$ cat src/rtl/lag_servo_pkg.sv
// Shared types, constants and helpers for the lag-to-servo duty scheduler.
package lag_servo_pkg;

    typedef enum logic [2:0] {
        ST_IDLE,
        ST_LOAD,
        ST_CALC0,
        ST_CALC1,
        ST_CALC2,
        ST_COMMIT
    } state_e;

    localparam int unsigned NUM_CH      = 3;
    localparam int unsigned LAG_FIELD_W = 12;
    localparam int unsigned LAG_BUS_W   = NUM_CH * LAG_FIELD_W;

    // Saturate x into [lo, hi]; callers sign-extend narrower values to 32 bits.
    function automatic logic signed [31:0] sat_clamp(
        input logic signed [31:0] x,
        input logic signed [31:0] lo,
        input logic signed [31:0] hi
    );
        if (x < lo) return lo;
        if (x > hi) return hi;
        return x;
    endfunction

endpackage

$ cat src/rtl/lag_servo_scheduler_step.sv
// Shared slew unit: moves a shadow duty toward its target by at most STEP_MAX.
module servo_slew_step
    import lag_servo_pkg::*;
#(
    parameter int unsigned DUTY_W   = 16,
    parameter int unsigned STEP_MAX = 500
) (
    input  logic [DUTY_W-1:0] target_i,
    input  logic [DUTY_W-1:0] shadow_i,
    output logic [DUTY_W-1:0] next_shadow_c
);

    localparam int unsigned       IW       = DUTY_W + 2;
    localparam logic signed [31:0] STEP_LIM = 32'(STEP_MAX);

    logic signed [IW-1:0] target_s;
    logic signed [IW-1:0] shadow_s;
    logic signed [IW-1:0] delta;
    logic signed [IW-1:0] delta_lim;
    logic signed [IW-1:0] sum;

    always_comb begin
        target_s      = $signed(IW'(target_i));
        shadow_s      = $signed(IW'(shadow_i));
        delta         = target_s - shadow_s;
        delta_lim     = IW'(sat_clamp(32'(delta), -STEP_LIM, STEP_LIM));
        sum           = shadow_s + delta_lim;
        next_shadow_c = DUTY_W'(sum);
    end

endmodule

$ cat src/rtl/lag_servo_scheduler.sv
// Turns lag triplets into three servo duties, slewed once per PWM frame through one shared step unit.
// The default duty values exceed 16 bits; instantiate with DUTY_W >= 17 for that range.
module lag_servo_scheduler
    import lag_servo_pkg::*;
#(
    parameter int unsigned LAG_W           = LAG_FIELD_W,
    parameter int unsigned DUTY_W          = 16,
    parameter int unsigned PERIOD          = 1000000,
    parameter int unsigned DUTY_CENTER     = 75000,
    parameter int unsigned DUTY_MIN        = 50000,
    parameter int unsigned DUTY_MAX        = 100000,
    parameter int unsigned GAIN_SHL        = 4,
    parameter int unsigned STEP_MAX        = 500,
    parameter int unsigned TIMEOUT_PERIODS = 50
) (
    input  logic                      clk,
    input  logic                      reset,
    input  logic [NUM_CH*LAG_W-1:0]   lags_in,
    input  logic                      lags_in_valid,
    output logic [DUTY_W-1:0]         duty_0,
    output logic [DUTY_W-1:0]         duty_1,
    output logic [DUTY_W-1:0]         duty_2,
    output logic                      duty_load,
    output logic                      period_tick,
    output logic                      busy,
    output logic                      stale
);

    localparam int unsigned IW    = DUTY_W + 2;
    localparam int unsigned CNT_W = $clog2(PERIOD);
    localparam int unsigned TO_W  = $clog2(TIMEOUT_PERIODS + 1);

    localparam logic [CNT_W-1:0]        PERIOD_LAST = CNT_W'(PERIOD - 1);
    localparam logic [TO_W-1:0]         TO_MAX      = TO_W'(TIMEOUT_PERIODS);
    localparam logic signed [IW-1:0]    CENTER_S    = IW'(DUTY_CENTER);
    localparam logic [DUTY_W-1:0]       CENTER_D    = DUTY_W'(DUTY_CENTER);

    typedef logic [NUM_CH-1:0][DUTY_W-1:0] duty_arr_t;

    state_e                    state_q, state_d;
    logic [CNT_W-1:0]          frame_q, frame_d;
    logic                      tick_q, tick_d;
    logic [TO_W-1:0]           to_q, to_d;
    logic                      seen_q, seen_d;
    logic                      stale_q, stale_d;
    logic                      pending_q, pending_d;
    logic [NUM_CH*LAG_W-1:0]   lags_q, lags_d;
    logic [NUM_CH*LAG_W-1:0]   lags_use_c;
    duty_arr_t                 target_q, target_d;
    duty_arr_t                 shadow_q, shadow_d;
    duty_arr_t                 duty_q, duty_d;
    logic                      load_q, load_d;
    logic                      busy_q, busy_d;
    logic [DUTY_W-1:0]         step_target_c;
    logic [DUTY_W-1:0]         step_shadow_c;
    logic [DUTY_W-1:0]         step_next_c;

    function automatic logic [DUTY_W-1:0] lag_to_target(input logic [LAG_W-1:0] lag);
        logic signed [IW-1:0] ext;
        logic signed [IW-1:0] raw;
        ext = IW'($signed(lag));
        raw = CENTER_S + (ext <<< GAIN_SHL);
        return DUTY_W'(sat_clamp(32'(raw), 32'(DUTY_MIN), 32'(DUTY_MAX)));
    endfunction

    servo_slew_step #(
        .DUTY_W   (DUTY_W),
        .STEP_MAX (STEP_MAX)
    ) u_step (
        .target_i      (step_target_c),
        .shadow_i      (step_shadow_c),
        .next_shadow_c (step_next_c)
    );

    // Frame timebase and lag-update watchdog.
    always_comb begin
        frame_d = (frame_q == PERIOD_LAST) ? '0 : frame_q + CNT_W'(1);
        tick_d  = (frame_d == PERIOD_LAST);
        seen_d  = seen_q;
        to_d    = to_q;
        if (lags_in_valid) begin
            seen_d = 1'b1;
            to_d   = '0;
        end
        if (tick_q) begin
            seen_d = 1'b0;
            if (!lags_in_valid && !seen_q && to_q != TO_MAX) begin
                to_d = to_q + TO_W'(1);
            end
        end
        stale_d = (to_d == TO_MAX);
    end

    always_comb begin
        step_target_c = target_q[0];
        step_shadow_c = shadow_q[0];
        unique case (state_q)
            ST_CALC1: begin
                step_target_c = target_q[1];
                step_shadow_c = shadow_q[1];
            end
            ST_CALC2: begin
                step_target_c = target_q[2];
                step_shadow_c = shadow_q[2];
            end
            default: ;
        endcase
    end

    // A valid arriving in LOAD is used directly so it is consumed that cycle.
    always_comb begin
        state_d    = state_q;
        target_d   = target_q;
        shadow_d   = shadow_q;
        duty_d     = duty_q;
        load_d     = 1'b0;
        pending_d  = pending_q;
        lags_d     = lags_q;
        lags_use_c = lags_in_valid ? lags_in : lags_q;
        if (lags_in_valid) begin
            pending_d = 1'b1;
            lags_d    = lags_in;
        end
        unique case (state_q)
            ST_IDLE: begin
                if (tick_q) state_d = ST_LOAD;
            end
            ST_LOAD: begin
                if (stale_q && !lags_in_valid) begin
                    target_d = {NUM_CH{CENTER_D}};
                end else if (pending_q || lags_in_valid) begin
                    for (int ch = 0; ch < NUM_CH; ch++) begin
                        target_d[ch] = lag_to_target(lags_use_c[ch*LAG_W +: LAG_W]);
                    end
                    pending_d = 1'b0;
                end
                state_d = ST_CALC0;
            end
            ST_CALC0: begin
                shadow_d[0] = step_next_c;
                state_d     = ST_CALC1;
            end
            ST_CALC1: begin
                shadow_d[1] = step_next_c;
                state_d     = ST_CALC2;
            end
            ST_CALC2: begin
                shadow_d[2] = step_next_c;
                duty_d[0]   = shadow_q[0];
                duty_d[1]   = shadow_q[1];
                duty_d[2]   = step_next_c;
                load_d      = 1'b1;
                state_d     = ST_COMMIT;
            end
            ST_COMMIT: begin
                state_d = ST_IDLE;
            end
            default: state_d = ST_IDLE;
        endcase
        busy_d = (state_d != ST_IDLE);
    end

    always_ff @(posedge clk or posedge reset) begin
        if (reset) begin
            state_q   <= ST_IDLE;
            frame_q   <= '0;
            tick_q    <= 1'b0;
            to_q      <= '0;
            seen_q    <= 1'b0;
            stale_q   <= 1'b0;
            pending_q <= 1'b0;
            lags_q    <= '0;
            target_q  <= {NUM_CH{CENTER_D}};
            shadow_q  <= {NUM_CH{CENTER_D}};
            duty_q    <= {NUM_CH{CENTER_D}};
            load_q    <= 1'b0;
            busy_q    <= 1'b0;
        end else begin
            state_q   <= state_d;
            frame_q   <= frame_d;
            tick_q    <= tick_d;
            to_q      <= to_d;
            seen_q    <= seen_d;
            stale_q   <= stale_d;
            pending_q <= pending_d;
            lags_q    <= lags_d;
            target_q  <= target_d;
            shadow_q  <= shadow_d;
            duty_q    <= duty_d;
            load_q    <= load_d;
            busy_q    <= busy_d;
        end
    end

    assign duty_0      = duty_q[0];
    assign duty_1      = duty_q[1];
    assign duty_2      = duty_q[2];
    assign duty_load   = load_q;
    assign period_tick = tick_q;
    assign busy        = busy_q;
    assign stale       = stale_q;

endmodule

$ cat config.mk
export PLATFORM = sky130hd
export DESIGN_NAME = lag_servo_scheduler
export DESIGN_NICKNAME = d
export VERILOG_FILES = /design/src/rtl/lag_servo_pkg.sv /design/src/rtl/lag_servo_scheduler_step.sv /design/src/rtl/lag_servo_scheduler.sv
export SDC_FILE = /design/constraint.sdc
export NUM_CORES = 1
export LEC_CHECK = 0
export CELL_PAD_IN_SITES_DETAIL_PLACEMENT = 0
export CELL_PAD_IN_SITES_GLOBAL_PLACEMENT = 1
export CORE_ASPECT_RATIO = 1.2
export CORE_UTILIZATION = 30
export CTS_CLUSTER_DIAMETER = 150
export CTS_CLUSTER_SIZE = 14
export DETAILED_ROUTE_END_ITERATION = 6
export PLACE_DENSITY_LB_ADDON = 0.1
export REMOVE_ABC_BUFFERS = 1
export SYNTH_ARGS = -nofsm -noshare
export SYNTH_HDL_FRONTEND = slang
export SYNTH_SLANG_ARGS = --single-unit
$ cat constraint.sdc
create_clock -name clk -period 8 [get_ports clk]
set_input_delay 2 -clock clk [delete_from_list [all_inputs] [get_ports clk]]
set_output_delay 2 -clock clk [all_outputs]
set_load 0.1 [all_outputs]
==> results.py <==
metrics = {
    "status": {
        "outcome": "finished, final reports clean",
    },
    "global_route": {
        "grt_usage": 0.162,
        "use_met2": 0.282,
        "top_usage_layer": "met2",
        "groute.layer.met1.usage": 0.198,
        "first_global_vias": 9023,
        "grt_max_degree": 69,
        "antenna_found_initial": 0,
        "grt_overflow": 0,
        "grt_pass1_wl_um": 47900,
        "use_met3": 0.0301,
    },
    "power_and_ir_drop": {
        "total_power_mw": 2.03,
        "p_sw_uw": 563,
        "p_leak_nw": 5.82,
        "peakVddDrop_uv": 129,
        "p_seq_frac": 0.485,
        "pwr-share-comb": 0.101,
        "cellInternalPower_mw": 1.47,
        "powerDensity_mw_per_mm2": 156,
        "p_sw_frac": 0.277,
        "pwr-share-clk": 0.415,
    },
    "setup_path": {
        "reg2reg_to": "shadow_q[30]$_DFFE_PP0N_",
        "criticalPathCategory": "reg -> reg",
        "cp_data_arrival_time_ns": 7.70,
        "path_delay_family": "simple AND/OR/NAND/NOR gates",
        "required_ns": 8.40,
        "worstPathMaxFanout": 41,
        "cpMostUsedCell": "a21oi_1",
        "path_buf_inv": 2,
        "r2r_start": "state_q[2]$_DFF_PP0_",
        "max_stage_delay_ns": 0.73,
        "crit_slowest_cell": "or3b_2",
        "cp.depth": 27,
        "rrSetupSlack_ns": 0.70,
        "cp-start-kind": "register",
        "cp-end-kind": "register",
        "rr_worst_depth": 27,
    },
    "floorplanning": {
        "die_w_um": 178,
        "die_y_um": 214,
        "start_util": 0.304,
        "core_mm2": 0.0368,
        "die_area_mm2": 0.0381,
        "num_rows": 77,
        "ios": 91,
    },
    "logic_synthesis": {
        "yosysWarnings": 0,
        "syn_area_mm2": 0.0112,
        "yosys.area.top_type": "dfrtp_1",
        "yosysUniqueCellTypes": 96,
        "synth-seq-cells": 190,
        "async_flop_share": 1.00,
        "synth_area_leaders": "dfrtp_1 30%, dfstp_2 13%, nand2_1 7.6%",
        "netlist.area_leader.share": 0.300,
        "syn_area_per_cell_um2": 9.09,
        "synth_cells": 1231,
        "seq_area_frac_synth": 0.431,
        "ys.flop_type": "dfrtp_1",
        "synth_edf_count": 0,
    },
    "clocking": {
        "path_clk_slew_ns": 0.08,
        "cts_buffer_depth": 2,
        "insertion_delay_ns": 0.47,
        "clock-sinks": 190,
        "htree_levels": 4,
        "numCtsBuffers": 17,
        "cts_tree": "yes",
        "cts_root_buf": "clkbuf_16",
        "post_cts_buffers": 0,
    },
    "routing": {
        "routed_via_density": 4.97,
        "dr.pass1.iters": 4,
        "drc": 0,
        "finalWirelength_um": 29100,
        "final_antenna_net_count": 0,
        "num_vias": 8804,
        "routedWlPerCell_um": 16.4,
        "drtIter0Drc": 379,
    },
    "sta": {
        "fmax_ghz": 0.137,
        "setup_tns_ns": 0,
        "rsz0062_at_grt": "false",
        "min_period_over_period": 0.912,
        "drv_slew": 0,
        "hold_violations": 0,
        "min_period_ns": 7.30,
        "fin_worst_skew_ns": 0.0160,
        "relSlewSlack": 0.323,
        "setup_viol": 0,
        "tightest_slew_ns": 1.01,
        "worst_slack_ns": 0.704,
    },
    "placed_design": {
        "hpwl_um": 21600,
        "gp_congestion": 0.791,
        "placedCellCount": 1739,
        "place_worst_setup_slack_ns": 0.609,
        "port_buffers": 90,
    },
    "final_layout": {
        "layout-drive-gt1-share": 0.120,
        "multiInputGateArea_mm2": 0.00577,
        "num-nets-final": 1363,
        "antennaDiodeCount": 0,
        "syn_to_final_growth_pct": 16.3,
        "seq_area_mm2": 0.00482,
        "n_fill_cell": 3832,
        "final_cells": 1771,
    },
    "hold_path": {
        "hold_end": "duty_0[6]$_DFFE_PP1N_",
        "hp-class": "reg -> reg",
        "hold_depth": 2,
        "hold_path_startpoint": "duty_0[6]$_DFFE_PP1N_",
    },
    "run": {
        "maxCapViolations": 0,
    },
}
## how the worst max path moves through the flow
stage	slack [ns]	startpoint	endpoint
final	0.70	state_q[2]$_DFF_PP0_	shadow_q[30]$_DFFE_PP0N_
after detailed placement	0.61	state_q[2]$_DFF_PP0_	shadow_q[30]$_DFFE_PP0N_
after CTS	0.57	state_q[2]$_DFF_PP0_	shadow_q[30]$_DFFE_PP0N_
after global routing	0.05	state_q[2]$_DFF_PP0_	shadow_q[14]$_DFFE_PP0N_
after global placement	0.77	state_q[2]$_DFF_PP0_	shadow_q[30]$_DFFE_PP0N_
after floorplan	0.28	state_q[0]$_DFF_PP0_	shadow_q[30]$_DFFE_PP0N_
## through the flow
step	hold slack, ns	instance area, um^2	utilization
floorplan	0.440	10800	-
global placement	0.447	12400	0.338
detailed placement	0.450	12400	0.338
CTS	0.461	13000	0.353
global route	0.473	13000	0.353
finish	0.459	13000	0.353
## worst min-delay path: stages, from the launching register on
cell     delay [ns]
dfstp_2        0.37
nand2_1        0.05
nand2_1        0.05
## cells in the mapped netlist (all sizes together), types with 15 or more instances
library cell  count
a21o             17
inv              62
xor2             18
o21ai            94
buf              31
a221o            15
nand2b           15
nor3             24
dfrtp           134
mux2i            25
xnor2            35
ha               39
nor2             75
a21oi            62
and3             24
a22oi            15
nand2           225
nand3            25
dfstp            56
clkbuf           38
## sequential cells by signal (all words and copies together), names as in the netlist
name,flops
pending_q,1
to_q,6
busy,1
shadow_q,32
period_tick,1
duty_1,16
frame_q,20
duty_0,16
stale,1
duty_2,16
seen_q,1
lags_q,36
duty_load,1
state_q,3
target_q,39
## cells in the final DEF, fill, tap and decap left out, drive strengths merged, types with 25 or more instances in the layout
cell type / instances
a21oi: 62
clkdlybuf4s50: 89
dfrtp: 134
dfstp: 56
ha: 39
inv: 71
mux2i: 25
nand2: 225
nand3: 25
nor2: 75
o21ai: 94
xnor2: 35
## per-layer routing
metal	routed length [um]	vias up
li1	-	4436
met1	13100	4247
met2	14900	94
met3	632	27
met4	524	0
met5	0	-
## timing repair
action / 4_1_cts / 5_1_grt
hold buffers: 0 / 0
gates resized for setup: 0 / 2
endpoints found under the setup margin: 0 / 3
## power groups by stage
| stage | registers (mW) | clock network [mW] | logic, mW |
|---|---|---|---|
| 4_1_cts | 0.986 | 0.882 | 0.211 |
| 2_1_floorplan | 1.00 | 0 | 0.138 |
| 3_3_place_gp | 1.00 | 0 | 0.211 |
| 3_5_place_dp | 1.00 | 0 | 0.210 |
| 6_report | 0.986 | 0.843 | 0.205 |
| 5_1_grt | 0.988 | 0.916 | 0.234 |
## area by class of cell
| class | count | area share |
|---|---|---|
| clock buffer | 17 | 0.0327 |
| clock inverter | 15 | 0.0111 |
| inverter | 62 | 0.0190 |
| multi-input combinational | 910 | 0.443 |
| sequential | 190 | 0.371 |
| tap | 474 | 0.0456 |
| timing repair buffer | 103 | 0.0773 |
## cell families (layout without fill, tap and decap cells)
| kind of cell | after synthesis | in the layout | share of synthesized area |
|---|---|---|---|
| flip-flops | 190 | 190 | 0.431 |
| adder cells (fa/ha/maj) | 40 | 40 | 0.0454 |
| AO/OA/AOI/OAI | 299 | 299 | 0.184 |
| XOR/XNOR | 53 | 53 | 0.0422 |
| multiplexers | 37 | 37 | 0.0362 |
| AND/OR/NAND/NOR | 481 | 481 | 0.207 |
| buffers and inverters | 131 | 197 | 0.0541 |
Note: power is estimated with default switching activity, not from simulation.
